File: config.mk
export PLATFORM = sky130hd
export DESIGN_NAME = mfp_ahb_bot_hub
export DESIGN_NICKNAME = d
export VERILOG_FILES = /design/src/rtl/mfp_ahb_bot_hub.sv
export SDC_FILE = /design/constraint.sdc
export NUM_CORES = 1
export LEC_CHECK = 0
export ABC_AREA = 1
export CAP_MARGIN = 25
export CORE_MARGIN = 3
export CORE_UTILIZATION = 40
export DETAILED_ROUTE_END_ITERATION = 16
export HOLD_SLACK_MARGIN = 0.1
export PLACE_DENSITY = 0.8
export SETUP_SLACK_MARGIN = 0.1
export SLEW_MARGIN = 20
export SYNTH_ARGS = -nofsm -noshare
export SYNTH_HDL_FRONTEND = slang
export SYNTH_SLANG_ARGS = --single-unit
export TNS_END_PERCENT = 100
File: constraint.sdc
create_clock -name HCLK -period 3.75 [get_ports HCLK]
set_clock_uncertainty 0.1 [all_clocks]
set_input_delay 0.75 -clock HCLK [delete_from_list [all_inputs] [get_ports HCLK]]
set_output_delay 0.75 -clock HCLK [all_outputs]
set_load 0.03 [all_outputs]
File: src/rtl/mfp_ahb_bot_hub.sv
// AHB-Lite slave hub for N_BOTS Rojobot channels: wheel control, BotInfo shadows,
// update/ack handshake and a maskable IRQ. Define MFP_BOTHUB_TIMESTAMP_EN for per-channel update timestamps.
module mfp_ahb_bot_hub #(
    parameter int N_BOTS = 2,
    parameter int INFO_W = 32,
    parameter int CTRL_W = 8
) (
    input  logic                       HCLK,
    input  logic                       SI_Reset,
    input  logic                       HSEL,
    input  logic [7:0]                 HADDR,
    input  logic [1:0]                 HTRANS,
    input  logic                       HWRITE,
    input  logic [2:0]                 HSIZE,
    input  logic [31:0]                HWDATA,
    output logic [31:0]                HRDATA,
    output logic                       HREADYOUT,
    output logic [N_BOTS*CTRL_W-1:0]   IO_BotCtrl,
    input  logic [N_BOTS*INFO_W-1:0]   IO_BotInfo,
    input  logic [N_BOTS-1:0]          IO_BotUpdt_Sync,
    output logic [N_BOTS-1:0]          IO_INT_ACK,
    output logic                       BOT_IRQ
);

    localparam logic [1:0] REG_INFO   = 2'd0;
    localparam logic [1:0] REG_CTRL   = 2'd1;
    localparam logic [1:0] REG_STAT   = 2'd2;
    localparam logic [1:0] REG_TSTAMP = 2'd3;

    // Word addresses (HADDR[7:2]) of the global registers at 0xC0 / 0xC4.
    localparam logic [5:0] WORD_PEND   = 6'h30;
    localparam logic [5:0] WORD_IRQ_EN = 6'h31;

    logic                           accept;
    logic                           dphase_q;
    logic                           dwrite_q;
    logic [7:2]                     daddr_q;
    logic                           data_write;
    logic                           irq_en_we;

    logic [N_BOTS-1:0][INFO_W-1:0]  info_in;
    logic [N_BOTS-1:0][INFO_W-1:0]  info_q;
    logic [N_BOTS-1:0][CTRL_W-1:0]  ctrl_q;
    logic [N_BOTS-1:0][31:0]        tstamp_rd;
    logic [N_BOTS-1:0]              pending_q;
    logic [N_BOTS-1:0]              overrun_q;
    logic [N_BOTS-1:0]              irq_en_q;
    logic [N_BOTS-1:0]              updt_prev_q;
    logic [N_BOTS-1:0]              int_ack_q;

    logic [N_BOTS-1:0]              updt_edge;
    logic [N_BOTS-1:0]              ctrl_we;
    logic [N_BOTS-1:0]              stat_we;
    logic [N_BOTS-1:0]              ack_clr;
    logic [N_BOTS-1:0]              ovr_clr;
    logic [N_BOTS-1:0]              ovr_set;

    logic [31:0]                    rd_data;
    logic                           unused;

    // Every access is a word access; size and byte-lane bits carry no meaning here.
    assign unused    = ^{HSIZE, HTRANS[0], HADDR[1:0], HWDATA};
    assign HREADYOUT = 1'b1;
    assign accept    = HSEL & HTRANS[1];
    assign info_in   = IO_BotInfo;

    // ------------------------------------------------------------------
    // Address phase capture
    // ------------------------------------------------------------------
    always_ff @(posedge HCLK) begin
        if (SI_Reset) begin
            dphase_q <= 1'b0;
            dwrite_q <= 1'b0;
            daddr_q  <= '0;
        end else begin
            // NOTE: state registers use non-blocking assignments so every flop samples pre-edge values.
            dphase_q <= accept;
            dwrite_q <= HWRITE;
            daddr_q  <= HADDR[7:2];
        end
    end

    // ------------------------------------------------------------------
    // Data-phase write decode
    // ------------------------------------------------------------------
    always_comb begin
        // NOTE: every output of a combinational block gets a default first, so no latch is inferred.
        ctrl_we    = '0;
        stat_we    = '0;
        data_write = dphase_q & dwrite_q;
        irq_en_we  = data_write && (daddr_q == WORD_IRQ_EN);
        for (int k = 0; k < N_BOTS; k++) begin
            if (data_write && (daddr_q[7:4] == 4'(k))) begin
                ctrl_we[k] = (daddr_q[3:2] == REG_CTRL);
                stat_we[k] = (daddr_q[3:2] == REG_STAT);
            end
        end
    end

    assign ack_clr = stat_we & {N_BOTS{HWDATA[0]}};
    assign ovr_clr = stat_we & {N_BOTS{HWDATA[1]}};

    // A new update on an unacknowledged channel is an overrun, unless this same
    // edge is acknowledging it: the ack consumes the old event, the new one stays pending.
    assign updt_edge = IO_BotUpdt_Sync & ~updt_prev_q;
    assign ovr_set   = updt_edge & pending_q & ~ack_clr;

    // ------------------------------------------------------------------
    // Per-channel state
    // ------------------------------------------------------------------
    always_ff @(posedge HCLK) begin
        if (SI_Reset) begin
            // NOTE: prev regs reset high so a strobe held through reset is not seen as an edge.
            updt_prev_q <= '1;
            pending_q   <= '0;
            overrun_q   <= '0;
            int_ack_q   <= '0;
            irq_en_q    <= '0;
            info_q      <= '0;
            ctrl_q      <= '0;
        end else begin
            updt_prev_q <= IO_BotUpdt_Sync;
            pending_q   <= updt_edge | (pending_q & ~ack_clr);
            overrun_q   <= ovr_set | (overrun_q & ~ovr_clr);
            int_ack_q   <= ack_clr;
            if (irq_en_we) begin
                irq_en_q <= HWDATA[N_BOTS-1:0];
            end
            for (int k = 0; k < N_BOTS; k++) begin
                if (updt_edge[k]) begin
                    info_q[k] <= info_in[k];
                end
                if (ctrl_we[k]) begin
                    ctrl_q[k] <= HWDATA[CTRL_W-1:0];
                end
            end
        end
    end

    // ------------------------------------------------------------------
    // Optional update timestamps
    // ------------------------------------------------------------------
`ifdef MFP_BOTHUB_TIMESTAMP_EN
    logic [31:0]             cycle_q;
    logic [N_BOTS-1:0][31:0] tstamp_q;

    always_ff @(posedge HCLK) begin
        if (SI_Reset) begin
            cycle_q  <= '0;
            tstamp_q <= '0;
        end else begin
            cycle_q <= cycle_q + 32'd1;
            for (int k = 0; k < N_BOTS; k++) begin
                if (updt_edge[k]) begin
                    tstamp_q[k] <= cycle_q;
                end
            end
        end
    end

    assign tstamp_rd = tstamp_q;
`else
    assign tstamp_rd = '0;
`endif

    // ------------------------------------------------------------------
    // Read path: decoded from the live address phase
    // ------------------------------------------------------------------
    always_comb begin
        rd_data = '0;
        if (HADDR[7:2] == WORD_PEND) begin
            rd_data = 32'(pending_q);
        end else if (HADDR[7:2] == WORD_IRQ_EN) begin
            rd_data = 32'(irq_en_q);
        end else begin
            for (int k = 0; k < N_BOTS; k++) begin
                if (HADDR[7:4] == 4'(k)) begin
                    case (HADDR[3:2])
                        REG_INFO:   rd_data = 32'(info_q[k]);
                        REG_CTRL:   rd_data = 32'(ctrl_q[k]);
                        REG_STAT:   rd_data = {30'd0, overrun_q[k], pending_q[k]};
                        REG_TSTAMP: rd_data = tstamp_rd[k];
                        default:    rd_data = '0;
                    endcase
                end
            end
        end
    end

    // Read data is sampled at the address-phase edge, so a read issued right
    // behind a write to the same register returns the value before that write.
    always_ff @(posedge HCLK) begin
        if (SI_Reset) begin
            HRDATA <= '0;
        end else if (accept && !HWRITE) begin
            HRDATA <= rd_data;
        end
    end

    assign IO_BotCtrl = ctrl_q;
    assign IO_INT_ACK = int_ack_q;
    assign BOT_IRQ    = |(pending_q & irq_en_q);

endmodule

# Word-level counts from Yosys, hierarchy flattened

Index checks and enable logic that the tools add are counted.

Flip-flop bits (word level): 130
Input port bits: 115
Output and inout port bits: 52
Word-level logic and storage cells: 57

Eq/ne operators: 10
Mux-type cells: 10
Bitwise logic cells: 15
Reduce and logical (&&, ||, !) cells: 9

Operators with widths:

| cell                                                 | count |
|---|---|
| case mux 32 bit (4 select lines)                     | 2 |
| 2-to-1 mux 32 bit                                    | 4 |
| equality test 6 bit (second input constant)          | 3 |
| bitwise AND 2 bit                                    | 8 |
| equality test 4 x 1 -> 1 bit (second input constant) | 2 |
| zero test 4 bit                                      | 2 |
| equality test 2 bit (second input constant)          | 3 |
| inverter 2 bit                                       | 3 |
| equality test 2 x 1 -> 1 bit (second input constant) | 2 |
| logical AND 1 bit                                    | 4 |
| 2-to-1 mux 1 bit                                     | 4 |
| bitwise OR 2 bit                                     | 2 |
| bitwise AND 1 bit                                    | 2 |
| zero test 2 bit                                      | 1 |
| OR reduction 2 bit                                   | 1 |
| zero test 1 bit                                      | 1 |

# Logic depth before layout (Yosys ltp)

Depth in word-level cells: 7
Mapped depth: 9
Depth with buffers taken out: 8

# Least setup slack after synthesis

OpenSTA, ideal clock, no wires.

Path kind: input to register
Start: input port HADDR[7]
End: register HRDATA[14]
Library setup time: 132 ps
Data arrival time: 1614 ps
Data required time: 3518 ps
Slack: 1904 ps
Stages: 7
Cells stage by stage: nor2_2 -> inv_2 -> nor3_4 -> clkbuf_2 -> o21ai_0 -> nand3_1 -> a21oi_1

Cells in the longest elaborated chain, start to end: 5
Elaborated cells on any way between the ends: 8
Classes of those cells: 3 x eq/ne; 4 x mux; 1 x reduce/logical

Ends and longest elaborated chain:

| item                            | RTL line | RTL |
|---|---|---|
| start: declaration              | 11       | `input logic [7:0] HADDR,` |
| zero test 4 bit                 | 177      | `if (HADDR[7:4] == 4'(k)) begin` |
| 2-to-1 mux 32 bit (2 in series) | 177      |  |
| 2-to-1 mux 32 bit               | 173      | `end else if (HADDR[7:2] == WORD_IRQ_EN) begin` |
| 2-to-1 mux 32 bit *             | 171      | `if (HADDR[7:2] == WORD_PEND) begin` |
| end signal: assignment          | 196      | `HRDATA <= rd_data;` |
| end: declaration                | 16       | `output logic [31:0] HRDATA,` |

Mark *: on every way between the ends. The rest lies on a longest branch, timed or not.
A chain may end at the register's enable or synchronous reset.

# Final worst setup path

Start: register pending_q[1]
End: output port BOT_IRQ

Cells in the longest elaborated chain, start to end: 2

Ends and longest elaborated chain:

| item                     | RTL line | RTL |
|---|---|---|
| start: declaration       | 45       | `logic [N_BOTS-1:0] pending_q;` |
| start signal: assignment | 123      | `pending_q <= updt_edge \| (pending_q & ~ack_clr);` |
| bitwise AND 2 bit        | 202      | `assign BOT_IRQ = \|(pending_q & irq_en_q);` |
| OR reduction 2 bit       | 202      |  |
| end: declaration         | 22       | `output logic BOT_IRQ` |

No other way between the ends.

==> metrics.md <==
| Metric | Value |
|---|---|
| Status | completed |
| Drt wl/cell | 14.66 microns |
| Clock slew seen by the registers of the worst setup and hold paths | 0.06 ns |
| Post-synthesis register bit count | 130 |
| Residual DRC count | 0 |
| Htree depth | 4 |
| Crit path cell chain | a22o_1 > clkdlybuf4s50_1 |
| Setup_tns | 0 ns |
| Ys flop type | dfxtp_1 |
| Port Buf Inserts | 135 |
| Top-area cell type share of the netlist area | 0.4899 |
| First-pass GRT wire length | 24760 microns |
| Vias | 5206 |
| Xor and xnor area share after synthesis | 0 |
| Post-detailed-route count of antenna-violating nets | 0 |
| Post-CTS sizing | 0 |
| Max Freq | 391.0 MHz |
| Slew Limit Headroom | 0.3926 |
| CTS tree | built |
| Mux cell area share after synthesis | 0 |
| Post-DP HPWL | 9908 microns |
| Layout Area Growth over Synthesis | 37.64% |
| Final-report hold violation count | 0 |
| Minimum clock period after layout | 2.558 ns |
| Syn avg cell area | 7.238 sq um |
| Adder-cell share of the synthesized area | 0 |
| Initial antenna violation count | 0 |
| Kind of critical path | flop to primary output |
| Synthesized cell area | 0.005313 sq mm |
| GPL Wtd Cong | 0.8533 |
| Most frequent cells in the layout | clkdlybuf4s50_1, dfxtp_1, nand2_1, nor2_1, o21ai_0 |
| Die area | 0.01470 sq mm |
| Largest stage delay, worst path | 0.68 ns |
| Initial DRC count | 495 |
| Num CTS Buffers | 17 |
| RSZ-0062 raised after global routing | no |
| Endpoint class of the critical path | primary output |
| P_leak | 2.846 nW |
| Core area | 0.01282 sq mm |
| Share of cells above drive strength 1 | 0.06388 |
| CP required | 2.90 ns |
| Initial core utilization | 0.4142 |
| Worst Path Arrival | 1.71 ns |
| HP Class | flop to flop |
| Placed standard-cell area | 0.006758 sq mm |
| Vias in the first global route | 5033 |
| Largest cells by area after synthesis | dfxtp_1, o21ai_0, nand2_1, nor2_1, nand3_1 |
| Total Power | 3.264 mW |
| Compound-Gate Fraction of Synth Area | 0.1745 |
| Final setup vio count | 0 |
| Worst-Margin Slew | 0.9101 ns |
| CP max stage cell | clkdlybuf4s50_1 |
| Worst Path Max Fanout | 5 |
| Post-synthesis sequential area ratio | 0.4899 |
| CTS Root Buffer Type | clkbuf_16 |
| YS warnings | 0 |
| IO Pins | 167 |
| Tot GR Track Use | 0.2141 |
| Clock tree buffer depth | 2 |
| Post-CTS Setup Bufs | 0 |
| Syn Nets | roughly 850 |
| Post-synth ARST share | 0 |
| CP Launch Type | flop |
| CTS sink count | 130 |
| Chip height | ~120 microns |
| # diodes | 0 |
| Chip width | ~120 microns |
| Fin crit share | 0.6821 |
| Total Wirelength | 15150 microns |
| Post-CTS Hold Buffers | 0 |
| VDD IR-drop max | between 200 and 250 uV |
| Area leader, netlist | dfxtp_1 |
| Post-synthesis cell type count | 28 |
| Max-slew violations | 0 |
| Final std cell area, no fill | 0.007312 sq mm |
| Post-synth EDFFs | 0 |
| Clock Latency Late Sink | approximately 0.42 ns |
| Nets | slightly below 1000 |
| Simple-gate portion of the synthesized area | 0.2555 |
| Pin count of the biggest net entering global routing | 77 |
| Largest family of logic cells by synthesized area | simple AND/OR/NAND/NOR gates |
| 1st-pass router iterations | 5 |
| Via density per instance | 5.040 |
| GRT overflow | 0 |
| Number of max-cap violations | 0 |
| Commonest non-fill, non-tap cell in the layout | clkdlybuf4s50_1 |
| Power density over the cells | 446.5 mW/mm^2 |
| Row cnt | 41 |
| Post-Synthesis Cells | 734 |
report_power, final:
part / switching [mW] / total [mW] / internal (mW) / leakage, nW
sequential: 0.0194 / 1.45 / 1.43 / 1.06
clock: 0.569 / 1.55 / 0.981 / 0.280
combinational: 0.145 / 0.267 / 0.122 / 1.51
registers in the layout (all words and copies together), names as in the netlist:
name / count
IO_INT_ACK: 2
pending_q: 2
daddr_q: 6
overrun_q: 2
irq_en_q: 2
dphase_q: 1
IO_BotCtrl: 16
updt_prev_q: 2
HRDATA: 32
dwrite_q: 1
info_q: 64
synthesized netlist by cell type (2+ instances only):
| cell | number |
|---|---|
| nor2_4 | 2 |
| nor3_1 | 5 |
| buf_4 | 3 |
| buf_2 | 16 |
| o21ai_0 | 95 |
| clkinv_1 | 2 |
| o21ai_1 | 7 |
| dfxtp_1 | 130 |
| nor2_1 | 116 |
| nand2_1 | 119 |
| nor2_2 | 2 |
| buf_1 | 2 |
| a22oi_1 | 6 |
| buf_6 | 2 |
| clkbuf_1 | 26 |
| nand3_1 | 74 |
| a21oi_1 | 71 |
| inv_1 | 43 |
| inv_2 | 3 |
| nand4_1 | 2 |
metrics by stage:
stage	worst slack, ns	hold slack [ns]	util	instances
floorplan	1.904	0.3240	-	734
global placement	0.9741	0.3346	0.5269	1004
detailed placement	0.9446	0.3412	0.5269	1004
CTS	1.189	0.3488	0.5700	1033
global route	1.128	0.3737	0.5701	1033
finish	1.192	0.3461	0.5701	1033
layer usage:
| layer | up-vias | track usage | part of all wire | wire length (microns) |
|---|---|---|---|---|
| met5 | - | 0 | 0 | 0 |
| met4 | 0 | 0.07843 | 0.019 | 289 |
| met3 | 28 | 0.07086 | 0.075 | 1142 |
| met2 | 206 | 0.3383 | 0.47 | 7070 |
| met1 | 2339 | 0.2733 | 0.44 | 6644 |
| li1 | 2633 | - | - | - |
layout make-up:
class | instances | area (sq um)
fill | 1183 | 5513
sequential | 130 | 2603
multi-input combinational | 505 | 2297
timing repair buffer | 148 | 1456
clock buffer | 23 | 498.0
tap | 172 | 215.2
inverter | 49 | 187.7
clock inverter | 6 | 55.05
cells by family (layout without fill, tap and decap cells):
family                 Yosys count  after routing
AOI/OAI and AO/OA              181            181
buffers and inverters           99            226
DFF                            130            130
other                            1              1
and+or+nand+nor                323            323
final timing paths:
| check | startpoint | to | slack (ns) | depth (start not counted) |
|---|---|---|---|---|
| worst max-delay path | pending_q[1] | BOT_IRQ | 1.19 | 2 |
| worst max register to register | daddr_q[4] | IO_BotCtrl[1] | 1.91 | 6 |
| worst min-delay path | info_q[42] | info_q[42] | 0.35 | 2 |
| worst min register to register | info_q[42] | info_q[42] | 0.35 | 2 |
worst max-delay path, delay by kind of cell (launching register included):
family,cells,cell delay [ns]
buffers and inverters,1,0.68
AO/OA/AOI/OAI,1,0.20
flip-flops,1,0.42
(Power assumes the default switching activity.)
